==> config.mk <==
export PLATFORM = sky130hd
export DESIGN_NAME = tap_ctrl
export DESIGN_NICKNAME = d
export VERILOG_FILES = /design/src/rtl/jtag_pkg.sv /design/src/rtl/jtag_sync.sv /design/src/rtl/tap_ctrl.sv
export SDC_FILE = /design/constraint.sdc
export NUM_CORES = 1
export LEC_CHECK = 0
export ABC_AREA = 0
export BUFFER_PORTS_ARGS = -buffer_cell sky130_fd_sc_hd__buf_2
export CAP_MARGIN = 40
export CORE_MARGIN = 1
export CORE_UTILIZATION = 50
export CTS_BUF_LIST = sky130_fd_sc_hd__clkbuf_16
export DETAILED_ROUTE_END_ITERATION = 10
export HOLD_SLACK_MARGIN = 0.05
export PLACE_DENSITY = 0.66
export SETUP_SLACK_MARGIN = 0.1
export SYNTH_ARGS = -nofsm -noshare
export SYNTH_HDL_FRONTEND = slang
export SYNTH_SLANG_ARGS = --single-unit
==> constraint.sdc <==
create_clock -name ICLK -period 3.05 [get_ports ICLK]
set_input_delay 0.7625 -clock ICLK [delete_from_list [all_inputs] [get_ports ICLK]]
set_output_delay 0.7625 -clock ICLK [all_outputs]
set_load 0.005 [all_outputs]
==> src/rtl/jtag_pkg.sv <==
`default_nettype none
// +------------------------------------------------------------------+
// | jtag_pkg : TAP state encodings, instruction opcodes, DR selector |
// | Rev 1.0                                                          |
// +------------------------------------------------------------------+
package jtag_pkg;

  // IEEE 1149.1 reference encoding, so tap_state reads like a standard debugger view
  localparam logic [3:0] c_EX2_DR = 4'h0;
  localparam logic [3:0] c_EX1_DR = 4'h1;
  localparam logic [3:0] c_SH_DR  = 4'h2;
  localparam logic [3:0] c_PA_DR  = 4'h3;
  localparam logic [3:0] c_SEL_IR = 4'h4;
  localparam logic [3:0] c_UPD_DR = 4'h5;
  localparam logic [3:0] c_CAP_DR = 4'h6;
  localparam logic [3:0] c_SEL_DR = 4'h7;
  localparam logic [3:0] c_EX2_IR = 4'h8;
  localparam logic [3:0] c_EX1_IR = 4'h9;
  localparam logic [3:0] c_SH_IR  = 4'hA;
  localparam logic [3:0] c_PA_IR  = 4'hB;
  localparam logic [3:0] c_RTI    = 4'hC;
  localparam logic [3:0] c_UPD_IR = 4'hD;
  localparam logic [3:0] c_CAP_IR = 4'hE;
  localparam logic [3:0] c_TLR    = 4'hF;

  localparam logic [3:0] c_OP_EXTEST = 4'b0000;
  localparam logic [3:0] c_OP_SAMPLE = 4'b0001;
  localparam logic [3:0] c_OP_IDCODE = 4'b0010;
  localparam logic [3:0] c_OP_BYPASS = 4'b1111;

  typedef enum logic [1:0] {
    DR_BSR = 2'd0,
    DR_ID  = 2'd1,
    DR_BYP = 2'd2
  } dr_sel_t;

endpackage
`default_nettype wire

==> src/rtl/jtag_sync.sv <==
`default_nettype none
// +------------------------------------------------------------------+
// | jtag_sync : two-flop synchronizer for TCK/TMS/TDI + TCK edges    |
// | Rev 1.0                                                          |
// +------------------------------------------------------------------+
module jtag_sync (
  input  logic ICLK,
  input  logic TRSTn,
  input  logic TCK,
  input  logic TMS,
  input  logic TDI,
  output logic tck_rise,
  output logic tck_fall,
  output logic tms_s,
  output logic tdi_s
);

  logic [1:0] r_tck_sync;
  logic [1:0] r_tms_sync;
  logic [1:0] r_tdi_sync;
  logic       r_tck_prev;

  always_ff @(posedge ICLK or negedge TRSTn) begin
    if (!TRSTn) begin
      r_tck_sync <= 2'b00;
      r_tms_sync <= 2'b00;
      r_tdi_sync <= 2'b00;
      r_tck_prev <= 1'b0;
    end else begin
      r_tck_sync <= {r_tck_sync[0], TCK};
      r_tms_sync <= {r_tms_sync[0], TMS};
      r_tdi_sync <= {r_tdi_sync[0], TDI};
      r_tck_prev <= r_tck_sync[1];
    end
  end

  // TMS/TDI share the TCK pipeline depth, so they are valid on the edge pulse
  assign tck_rise = r_tck_sync[1] & ~r_tck_prev;
  assign tck_fall = ~r_tck_sync[1] & r_tck_prev;
  assign tms_s    = r_tms_sync[1];
  assign tdi_s    = r_tdi_sync[1];

endmodule
`default_nettype wire

==> src/rtl/tap_ctrl.sv <==
`default_nettype none
// +------------------------------------------------------------------+
// | tap_ctrl : oversampled IEEE 1149.1 TAP controller (IR, ID, BYP)  |
// | Rev 1.0                                                          |
// +------------------------------------------------------------------+
module tap_ctrl
  import jtag_pkg::*;
#(
  parameter logic [31:0] IDCODE_VAL = 32'h1000_5FA3,
  parameter int          IR_W       = 4
) (
  input  logic       ICLK,
  input  logic       TRSTn,
  input  logic       TCK,
  input  logic       TMS,
  input  logic       TDI,
  input  logic       bsr_so,
  output logic       TDO,
  output logic       TDO_en,
  output logic       shift_dr,
  output logic       clk_dr,
  output logic       update_dr,
  output logic       mode,
  output logic       bsr_si,
  output logic [3:0] tap_state
);

  logic            w_tck_rise;
  logic            w_tck_fall;
  logic            w_tms;
  logic            w_tdi;
  logic            w_rise;
  logic [3:0]      w_state_nxt;
  logic [3:0]      r_state;
  logic [IR_W-1:0] r_ir;
  logic [IR_W-1:0] r_ir_shift;
  logic [31:0]     r_id_shift;
  logic            r_bypass;
  dr_sel_t         w_dr_sel;
  logic            w_dr_lsb;
  logic            w_bsr_sel;

  jtag_sync u_sync (
    .ICLK     (ICLK),
    .TRSTn    (TRSTn),
    .TCK      (TCK),
    .TMS      (TMS),
    .TDI      (TDI),
    .tck_rise (w_tck_rise),
    .tck_fall (w_tck_fall),
    .tms_s    (w_tms),
    .tdi_s    (w_tdi)
  );

  // A simultaneous fall would win; cannot occur downstream of the synchronizer
  assign w_rise = w_tck_rise & ~w_tck_fall;

  always_comb begin
    w_state_nxt = c_TLR;
    case (r_state)
      c_TLR:    w_state_nxt = w_tms ? c_TLR    : c_RTI;
      c_RTI:    w_state_nxt = w_tms ? c_SEL_DR : c_RTI;
      c_SEL_DR: w_state_nxt = w_tms ? c_SEL_IR : c_CAP_DR;
      c_CAP_DR: w_state_nxt = w_tms ? c_EX1_DR : c_SH_DR;
      c_SH_DR:  w_state_nxt = w_tms ? c_EX1_DR : c_SH_DR;
      c_EX1_DR: w_state_nxt = w_tms ? c_UPD_DR : c_PA_DR;
      c_PA_DR:  w_state_nxt = w_tms ? c_EX2_DR : c_PA_DR;
      c_EX2_DR: w_state_nxt = w_tms ? c_UPD_DR : c_SH_DR;
      c_UPD_DR: w_state_nxt = w_tms ? c_SEL_DR : c_RTI;
      c_SEL_IR: w_state_nxt = w_tms ? c_TLR    : c_CAP_IR;
      c_CAP_IR: w_state_nxt = w_tms ? c_EX1_IR : c_SH_IR;
      c_SH_IR:  w_state_nxt = w_tms ? c_EX1_IR : c_SH_IR;
      c_EX1_IR: w_state_nxt = w_tms ? c_UPD_IR : c_PA_IR;
      c_PA_IR:  w_state_nxt = w_tms ? c_EX2_IR : c_PA_IR;
      c_EX2_IR: w_state_nxt = w_tms ? c_UPD_IR : c_SH_IR;
      c_UPD_IR: w_state_nxt = w_tms ? c_SEL_DR : c_RTI;
      default:  w_state_nxt = c_TLR;
    endcase
  end

  always_ff @(posedge ICLK or negedge TRSTn) begin
    if (!TRSTn) begin
      r_state <= c_TLR;
    end else if (w_rise) begin
      r_state <= w_state_nxt;
    end
  end

  always_ff @(posedge ICLK or negedge TRSTn) begin
    if (!TRSTn) begin
      r_ir       <= IR_W'(c_OP_IDCODE);
      r_ir_shift <= IR_W'(1);
    end else begin
      if (r_state == c_TLR) begin
        r_ir <= IR_W'(c_OP_IDCODE);
      end else if (w_tck_fall && (r_state == c_UPD_IR)) begin
        r_ir <= r_ir_shift;
      end
      if (w_rise && (r_state == c_CAP_IR)) begin
        r_ir_shift <= IR_W'(1);
      end else if (w_rise && (r_state == c_SH_IR)) begin
        r_ir_shift <= {w_tdi, r_ir_shift[IR_W-1:1]};
      end
    end
  end

  always_comb begin
    w_dr_sel = DR_BYP;
    if ((r_ir == IR_W'(c_OP_EXTEST)) || (r_ir == IR_W'(c_OP_SAMPLE))) begin
      w_dr_sel = DR_BSR;
    end else if (r_ir == IR_W'(c_OP_IDCODE)) begin
      w_dr_sel = DR_ID;
    end
  end

  assign w_bsr_sel = (w_dr_sel == DR_BSR);

  always_ff @(posedge ICLK or negedge TRSTn) begin
    if (!TRSTn) begin
      r_id_shift <= IDCODE_VAL;
      r_bypass   <= 1'b0;
    end else if (w_rise && (r_state == c_CAP_DR)) begin
      r_id_shift <= IDCODE_VAL;
      r_bypass   <= 1'b0;
    end else if (w_rise && (r_state == c_SH_DR)) begin
      if (w_dr_sel == DR_ID) r_id_shift <= {w_tdi, r_id_shift[31:1]};
      if (w_dr_sel == DR_BYP) r_bypass <= w_tdi;
    end
  end

  always_comb begin
    w_dr_lsb = r_bypass;
    case (w_dr_sel)
      DR_BSR:  w_dr_lsb = bsr_so;
      DR_ID:   w_dr_lsb = r_id_shift[0];
      default: w_dr_lsb = r_bypass;
    endcase
  end

  always_ff @(posedge ICLK or negedge TRSTn) begin
    if (!TRSTn) begin
      TDO    <= 1'b0;
      TDO_en <= 1'b0;
    end else if (w_tck_fall) begin
      TDO_en <= (r_state == c_SH_IR) || (r_state == c_SH_DR);
      if (r_state == c_SH_IR) begin
        TDO <= r_ir_shift[0];
      end else if (r_state == c_SH_DR) begin
        TDO <= w_dr_lsb;
      end
    end
  end

  assign shift_dr  = (r_state == c_SH_DR) && w_bsr_sel;
  assign clk_dr    = w_rise && w_bsr_sel && ((r_state == c_CAP_DR) || (r_state == c_SH_DR));
  assign update_dr = w_tck_fall && w_bsr_sel && (r_state == c_UPD_DR);
  assign mode      = (r_ir == IR_W'(c_OP_EXTEST));
  assign bsr_si    = w_tdi;
  assign tap_state = r_state;

endmodule
`default_nettype wire
Yosys cells after proc, flatten, opt, wreduce, memory -nomap -nowiden
Index checks and enable logic that the tools add are counted.
Storage, ports and cells
  flip-flop bits (word level): 54
  output and inout port bits: 11
  word-level logic and storage cells: 92
Cells by class
  equal/unequal tests: 19
  reductions and logical operators: 28
  bitwise gates (word level): 6
  mux-type cells: 28
Operators by type and width (count)
  $mux 32: 3
  $pmux 4 s12: 1
  $eq 4x4->1 const B: 8
  $mux 4: 5
  $eq 4x3->1 const B: 4
  $mux 2: 8
  $eq 4x2->1 const B: 3
  $mux 3: 4
  $reduce_bool 2->1: 6
  $logic_and 1x1->1: 10
  $eq 4x1->1 const B: 2
  $logic_not 4->1: 2
  $mux 1: 6
  $reduce_and 2->1: 3
  $reduce_or 2->1: 2
  $and 1x1->1: 3
  $logic_or 1x1->1: 3
  $not 1->1: 3
  $reduce_or 3->1: 1
  $eq 2x1->1 const B: 1
  $eq 2x2->1 const B: 1
  $logic_not 2->1: 1
  $pmux 1 s2: 1

Depth between registers and ports, before layout
Gate-level depths: netlist of run 1.
  depth after elaboration: 7
  gate-level depth with buffers: 6
  gate-level depth less buffers: 4

Hierarchy
From an unflattened synthesis of run 1, not the netlist that was laid out.
Second synthesis, totals
  cells, all modules: 241
  area, all modules: 2474.9 µm²
By module, submodules not included
  tap_ctrl: times used 1, area an instance 2284.7 µm², cells each 232
  jtag_sync: times used 1, area an instance 190.2 µm², cells each 9

Worst setup path after synthesis of run 1
No wires, ideal clock.
  path kind: reg2out
  from: register r_state[1] (netlist: tap_state[1])
  to: output clk_dr
  arrival: 1.386 ns
  stages on the path, launching flop included: 5
  path slack: 0.902 ns
  buffers on the path: 1
  cells stage by stage: dfstp_2 > nor2b_1 > nand2_4 > dlygate4sd1_1 > nor2_1
Between the ends
  word-level cells in the longest chain between the ends: 3
  elaborated cells on any way between the ends: 4
  classes of those cells: eq/ne: 2; reduce/logical: 2
Ends and longest elaborated chain
  from (decl): RTL line tap_ctrl.sv:34  | logic [3:0] r_state;
  from (signal assigned): RTL line tap_ctrl.sv:83  | r_state <= c_TLR;
  from (signal assigned): RTL line tap_ctrl.sv:85  | r_state <= w_state_nxt;
  $eq 4x3->1 or $eq 4x2->1 (tied branches): RTL line tap_ctrl.sv:155  | assign clk_dr = w_rise && w_bsr_sel && ((r_state == c_CAP_DR) || (r_state == c_SH_DR));
  $logic_or 1x1->1 *: RTL line tap_ctrl.sv:155
  $logic_and 1x1->1 *: RTL line tap_ctrl.sv:155
  to (decl): RTL line tap_ctrl.sv:21  | output logic clk_dr,
Mark *: on every way between the ends. The rest lies on a longest branch, timed or not.

Final worst setup path of run 1
Same ends and word-level chain as after synthesis.

==> metrics.txt, run 1 <==
status finished, final reports clean; Mapped Cells 252; Crit. path cell count 4; overall power 2.50 mW; Vias/cell 5.64; vias in the first global route 1692; H-tree levels 2; gpl congestion 0.826; ANT nets after route 0; Tcrit/Tclk final 86.6%; minimum clock period 2.64 ns; Hold EP u_sync.r_tdi_sync[1]; Clock Tree Root clkbuf_16; Total GRT Usage 21.2%; number of I/O port buffers 16; slowest stage cell on the critical path dfstp_2; DP Cell Count 323; Top Family by Delay on Critical Path simple AND/OR/NAND/NOR gates; clock sinks 54; die area 5300 um^2; setup slack, reg-to-reg 1.12 ns; crit path DAT 1.88 ns; Slew Viols, Final 0; Routed Wire Length 5010 um; synthesized flop and latch total 54; GRT overflow 0; Hold Vio Cnt, Final 0; CTS tree done; Starting DRT DRC Count 137; effective utilization at floorplan 52.3%; antenna violations before repair 0; global-route wire length before repair 8440 um; Cell Chain, Critical Path nor2b_1 > nand2_4 > nor2_1 > buf_2; first drt pass iteration count 4; Die Height 72.8 um; Worst Setup Path Type reg -> out; Hold Path Cell Cnt 0; hold_ws 0.353 ns; reg2reg path depth 4; placed cell area 2570 um^2; sequential area share after synthesis 54.8%; largest net degree at the start of global routing 34; CP Launch Type register; Inserted Diodes 0; # hold bufs at CTS 0; Core Box Area 4790 um^2; Die W 72.8 um; yosys warns 0; routed len/inst 15.2 um; final setup violating endpoints 0; Syn Area/Cell 9.94 um^2; Clock Latency Late Sink 0.29 ns; Vias 1861; WP buf/inv 1; # resized after CTS 0; P per Cell Area 923 nW/um^2; drt drc 0; Final Instance Area 2710 um^2; Max-slew headroom 51.9%; reg2reg end r_id_shift[12]; Post-Syn Nets 258; crit path capture type primary output; maximum VDD drop 0.453 mV; post-CTS setup buffer count 0; Net count, final 269; Hold Path Class reg -> reg; Least-Margin Pin Slew 0.722 ns; Unique masters post-synth 38; Netlist Area Pre-Place 2500 um^2; f_max 379 MHz; post-route non-filler standard cell count 330; clk buf depth 2; setup TNS 0 ns; RSZ-0062 raised after global routing no; worst r2r src tap_state[1]; FP Rows 25; I/O pin total 17; slowest stage delay, CP 0.66 ns; P&R area growth vs syn 7.99%; skew final 0.00386 ns; cts bufs inserted 5; Max-Cap Viols 0; worst-path maximum fanout 23; DP HPWL 3070 um; Clock Pin Slew Worst Setup and Hold Paths 0.07 ns; Leak 1.11 nW; CP required 2.29 ns; layout cells sized above 1 19.0%; Filler cells 418; Hold Path Origin u_sync.r_tdi_sync[0]
[layer usage]
layer / part of all wire (%) / vias up / routed length [um] / track usage (%)
met5: 0 / - / 0 / 0
met4: 1.4 / 0 / 70 / 7.19
met3: 2.8 / 6 / 139 / 4.14
met2: 45 / 27 / 2250 / 32.1
met1: 51 / 903 / 2540 / 30.6
li1: - / 925 / - / -
[layout make-up]
| type | instances | area (um^2) | share of cell area (%) |
|---|---|---|---|
| Multi-Input combinational cell | 176 | 980 | 36.2 |
| Tap cell | 67 | 83.8 | 3.10 |
| Sequential cell | 54 | 1370 | 50.7 |
| Clock buffer | 5 | 125 | 4.63 |
| Inverter | 5 | 18.8 | 0.694 |
| Clock inverter | 2 | 7.51 | 0.278 |
| Timing Repair Buffer | 21 | 118 | 4.35 |
[worst max path at each step]
stage	startpoint	end	slack, ns
floorplan	tap_state[1]	clk_dr	0.90
global placement	tap_state[1]	clk_dr	0.79
detailed placement	tap_state[1]	clk_dr	0.76
CTS	tap_state[1]	clk_dr	0.44
global route	tap_state[1]	clk_dr	0.31
finish	tap_state[1]	clk_dr	0.41
[cells by family (layout without fill, tap and decap cells)]
logic type      Yosys count  count (layout)  synth area share (%)
compound gates           97              97                  23.4
simple gates             79              79                  15.7
flops                    54              54                  54.8
buf+inv                  22              33                  6.09
[Yosys cell counts]
cell	instances	share of area, %
dfstp_2	17	18
nand3_1	5	1.0
o21ai_0	10	2.0
o21ai_1	26	5.2
buf_8	1	0.60
a22oi_1	22	6.6
nor4_1	1	0.25
a211o_2	1	0.40
clkdlybuf4s15_1	1	0.40
nor2b_1	5	1.2
nor3b_2	1	0.50
a21oi_1	17	3.4
o2111ai_1	1	0.35
nand2_4	1	0.45
a221oi_1	1	0.35
or3_1	1	0.25
buf_2	4	0.80
nor2_1	16	2.4
nand2_1	37	5.5
and3_4	1	0.45
clkbuf_1	4	0.60
o211ai_1	1	0.30
nor4b_4	1	0.95
dfrtp_1	37	37
inv_1	4	0.60
clkbuf_8	1	0.55
inv_2	1	0.15
or4b_4	1	0.55
buf_6	3	1.3
o22ai_1	12	3.0
nand2b_1	5	1.2
o31ai_1	1	0.30
o41ai_1	2	0.70
nor3b_1	1	0.30
nor3_1	3	0.60
a31oi_1	2	0.50
dlygate4sd1_1	3	1.0
o21a_1	1	0.30
[worst register-to-register path, stage by stage, from the launching register on]
cell and delay, ns:
dfstp_2 0.66, nor2b_1 0.40, nand3_1 0.44, o22ai_1 0.25, a21oi_1 0.11
[placed cells by master (no fill, tap or decap), types with 2 or more instances in the layout]
master and instances:
o41ai_1 2, dfrtp_1 37, o21ai_0 10, nand2_1 37, a22oi_1 22, o21ai_1 26, dfstp_2 17, a31oi_1 2
nand2b_1 5, o22ai_1 12, inv_1 5, nor3_1 3, nor2_1 16, nand3_1 5, buf_2 16, clkbuf_16 5
a21oi_1 17, buf_4 5, nor2b_1 5
[report_power, final]
part           leakage (nW)  switching [mW]  internal (mW)
Clock                0.0685           0.246          0.295
Combinational         0.374           0.465          0.336
Sequential            0.667           0.205          0.950
Total                  1.11           0.916           1.58
[per-stage QoR]
step                utilization [%]  setup slack [ns]
finish                         56.5             0.410
global route                   56.5             0.312
CTS                            56.5             0.443
detailed placement             53.8             0.763
global placement               53.8             0.795
floorplan                         -             0.902
[state kept, by name, summed over array words and instances (netlist names)]
signal	flops
TDO	1
r_bypass	1
u_sync.r_tck_sync	2
u_sync.r_tck_prev	1
r_id_shift	32
u_sync.r_tms_sync	2
TDO_en	1
tap_state	4
r_ir	4
r_ir_shift	4
u_sync.r_tdi_sync	2
(Power assumes the default switching activity.)
==> run 2: changes to the inputs <==
- CTS_BUF_LIST: sky130_fd_sc_hd__clkbuf_16 -> not set
==> metrics.txt, run 2 (synthesis results as in run 1) <==
worst r2r src tap_state[1]; Slew Viols, Final 0; Clock Pin Slew Worst Setup and Hold Paths 0.09 ns; status finished, final reports clean; Tcrit/Tclk final 87.3%; antenna violations before repair 0; setup slack, reg-to-reg 1.08 ns; Hold Path Origin u_sync.r_tdi_sync[0]; maximum VDD drop 0.419 mV; global-route wire length before repair 8330 um; Leak 1.08 nW; I/O pin total 17; Max-Cap Viols 0; clk buf depth 2; clock sinks 54; largest net degree at the start of global routing 34; Hold EP u_sync.r_tdi_sync[1]; gpl congestion 0.826; Inserted Diodes 0; routed len/inst 15.0 um; # hold bufs at CTS 0; ANT nets after route 0; GRT overflow 0; reg2reg path depth 4; CTS tree done; crit path DAT 1.90 ns; setup TNS 0 ns; RSZ-0062 raised after global routing no; commonest cells after routing, fill and taps aside dfrtp_1 (37), nand2_1 (37), o21ai_1 (26); # resized after CTS 0; Net count, final 269; cts bufs inserted 5; layout cells sized above 1 19.4%; H-tree levels 2; post-CTS setup buffer count 0; Hold Vio Cnt, Final 0; max reg flops 32; Max-slew headroom 52.2%; Least-Margin Pin Slew 0.717 ns; P&R area growth vs syn 6.14%; reg2reg end r_id_shift[14]; Clock Latency Late Sink 0.31 ns; drt drc 0; Worst Setup Path Type reg -> out; CP Launch Type register; Die Height 72.8 um; effective utilization at floorplan 52.3%; DP HPWL 3070 um; worst-path maximum fanout 23; Hold Path Class reg -> reg; f_max 376 MHz; final core utilization 55.6%; Routed Wire Length 4950 um; FP Rows 25; Clock Tree Root clkbuf_8; final setup violating endpoints 0; Vias 1861; Total GRT Usage 20.9%; number of I/O port buffers 16; first drt pass iteration count 4; Biggest register r_id_shift; Die W 72.8 um; minimum clock period 2.66 ns; P per Cell Area 884 nW/um^2; vias in the first global route 1700; Vias/cell 5.64; Core Box Area 4790 um^2; Starting DRT DRC Count 136; skew final 0.00664 ns; die area 5300 um^2; CP required 2.29 ns; crit path capture type primary output; Hold Path Cell Cnt 0
==> run 2: cell types whose count changed in the layout (fill, tap and decap cells not counted), sizes merged <==
cell / change
inv: -1
clkbuf: +2
clkinv: -1
==> run 2: worst max path at each step <==
| stage | from | end | slack (ns) | depth (start not counted) |
|---|---|---|---|---|
| 6_report | tap_state[1] | clk_dr | 0.39 | 4 |
| 5_1_grt | tap_state[1] | clk_dr | 0.28 | 4 |
| 3_5_place_dp | tap_state[1] | clk_dr | 0.76 | 4 |
| 2_1_floorplan | tap_state[1] | clk_dr | 0.90 | 4 |
| 3_3_place_gp | tap_state[1] | clk_dr | 0.79 | 4 |
| 4_1_cts | tap_state[1] | clk_dr | 0.40 | 4 |
==> run 2: layout make-up <==
class                           instances  area (um^2)
Clock buffer                            7         86.3
Inverter                                5         18.8
Sequential cell                        54         1370
Tap cell                               67         83.8
Fill cell                             425         2130
Multi-Input combinational cell        176          980
Timing Repair Buffer                   21          118
==> run 2: power by group <==
group,internal [mW],switching [mW]
clock network,0.181,0.219
registers,0.949,0.203
logic,0.336,0.464
total,1.47,0.886
==> run 2: critical path, stage by stage, from the launching register on <==
cell,delay [ns]
dfstp_2,0.67
nor2b_1,0.38
nand2_4,0.25
nor2_1,0.15
buf_2,0.13
==> run 2: routing by layer <==
layer / vias to the layer above / wire length (um) / track usage [%]
li1: 924 / - / -
met4: 0 / 67 / 7.63
met1: 897 / 2520 / 29.9
met3: 6 / 167 / 4.70
met5: - / 0 / 0
met2: 34 / 2190 / 31.0
==> run 2: stage by stage <==
step                setup slack, ns  cells  total power, mW  cell area [um^2]  hold WS [ns]
CTS                           0.399    330             2.38              2660         0.364
detailed placement            0.763    323             1.97              2570         0.343
floorplan                     0.902    252             1.78              2500         0.331
global route                  0.281    330             2.53              2660         0.369
finish                        0.389    330             2.35              2660         0.357
global placement              0.795    323             1.95              2570         0.333
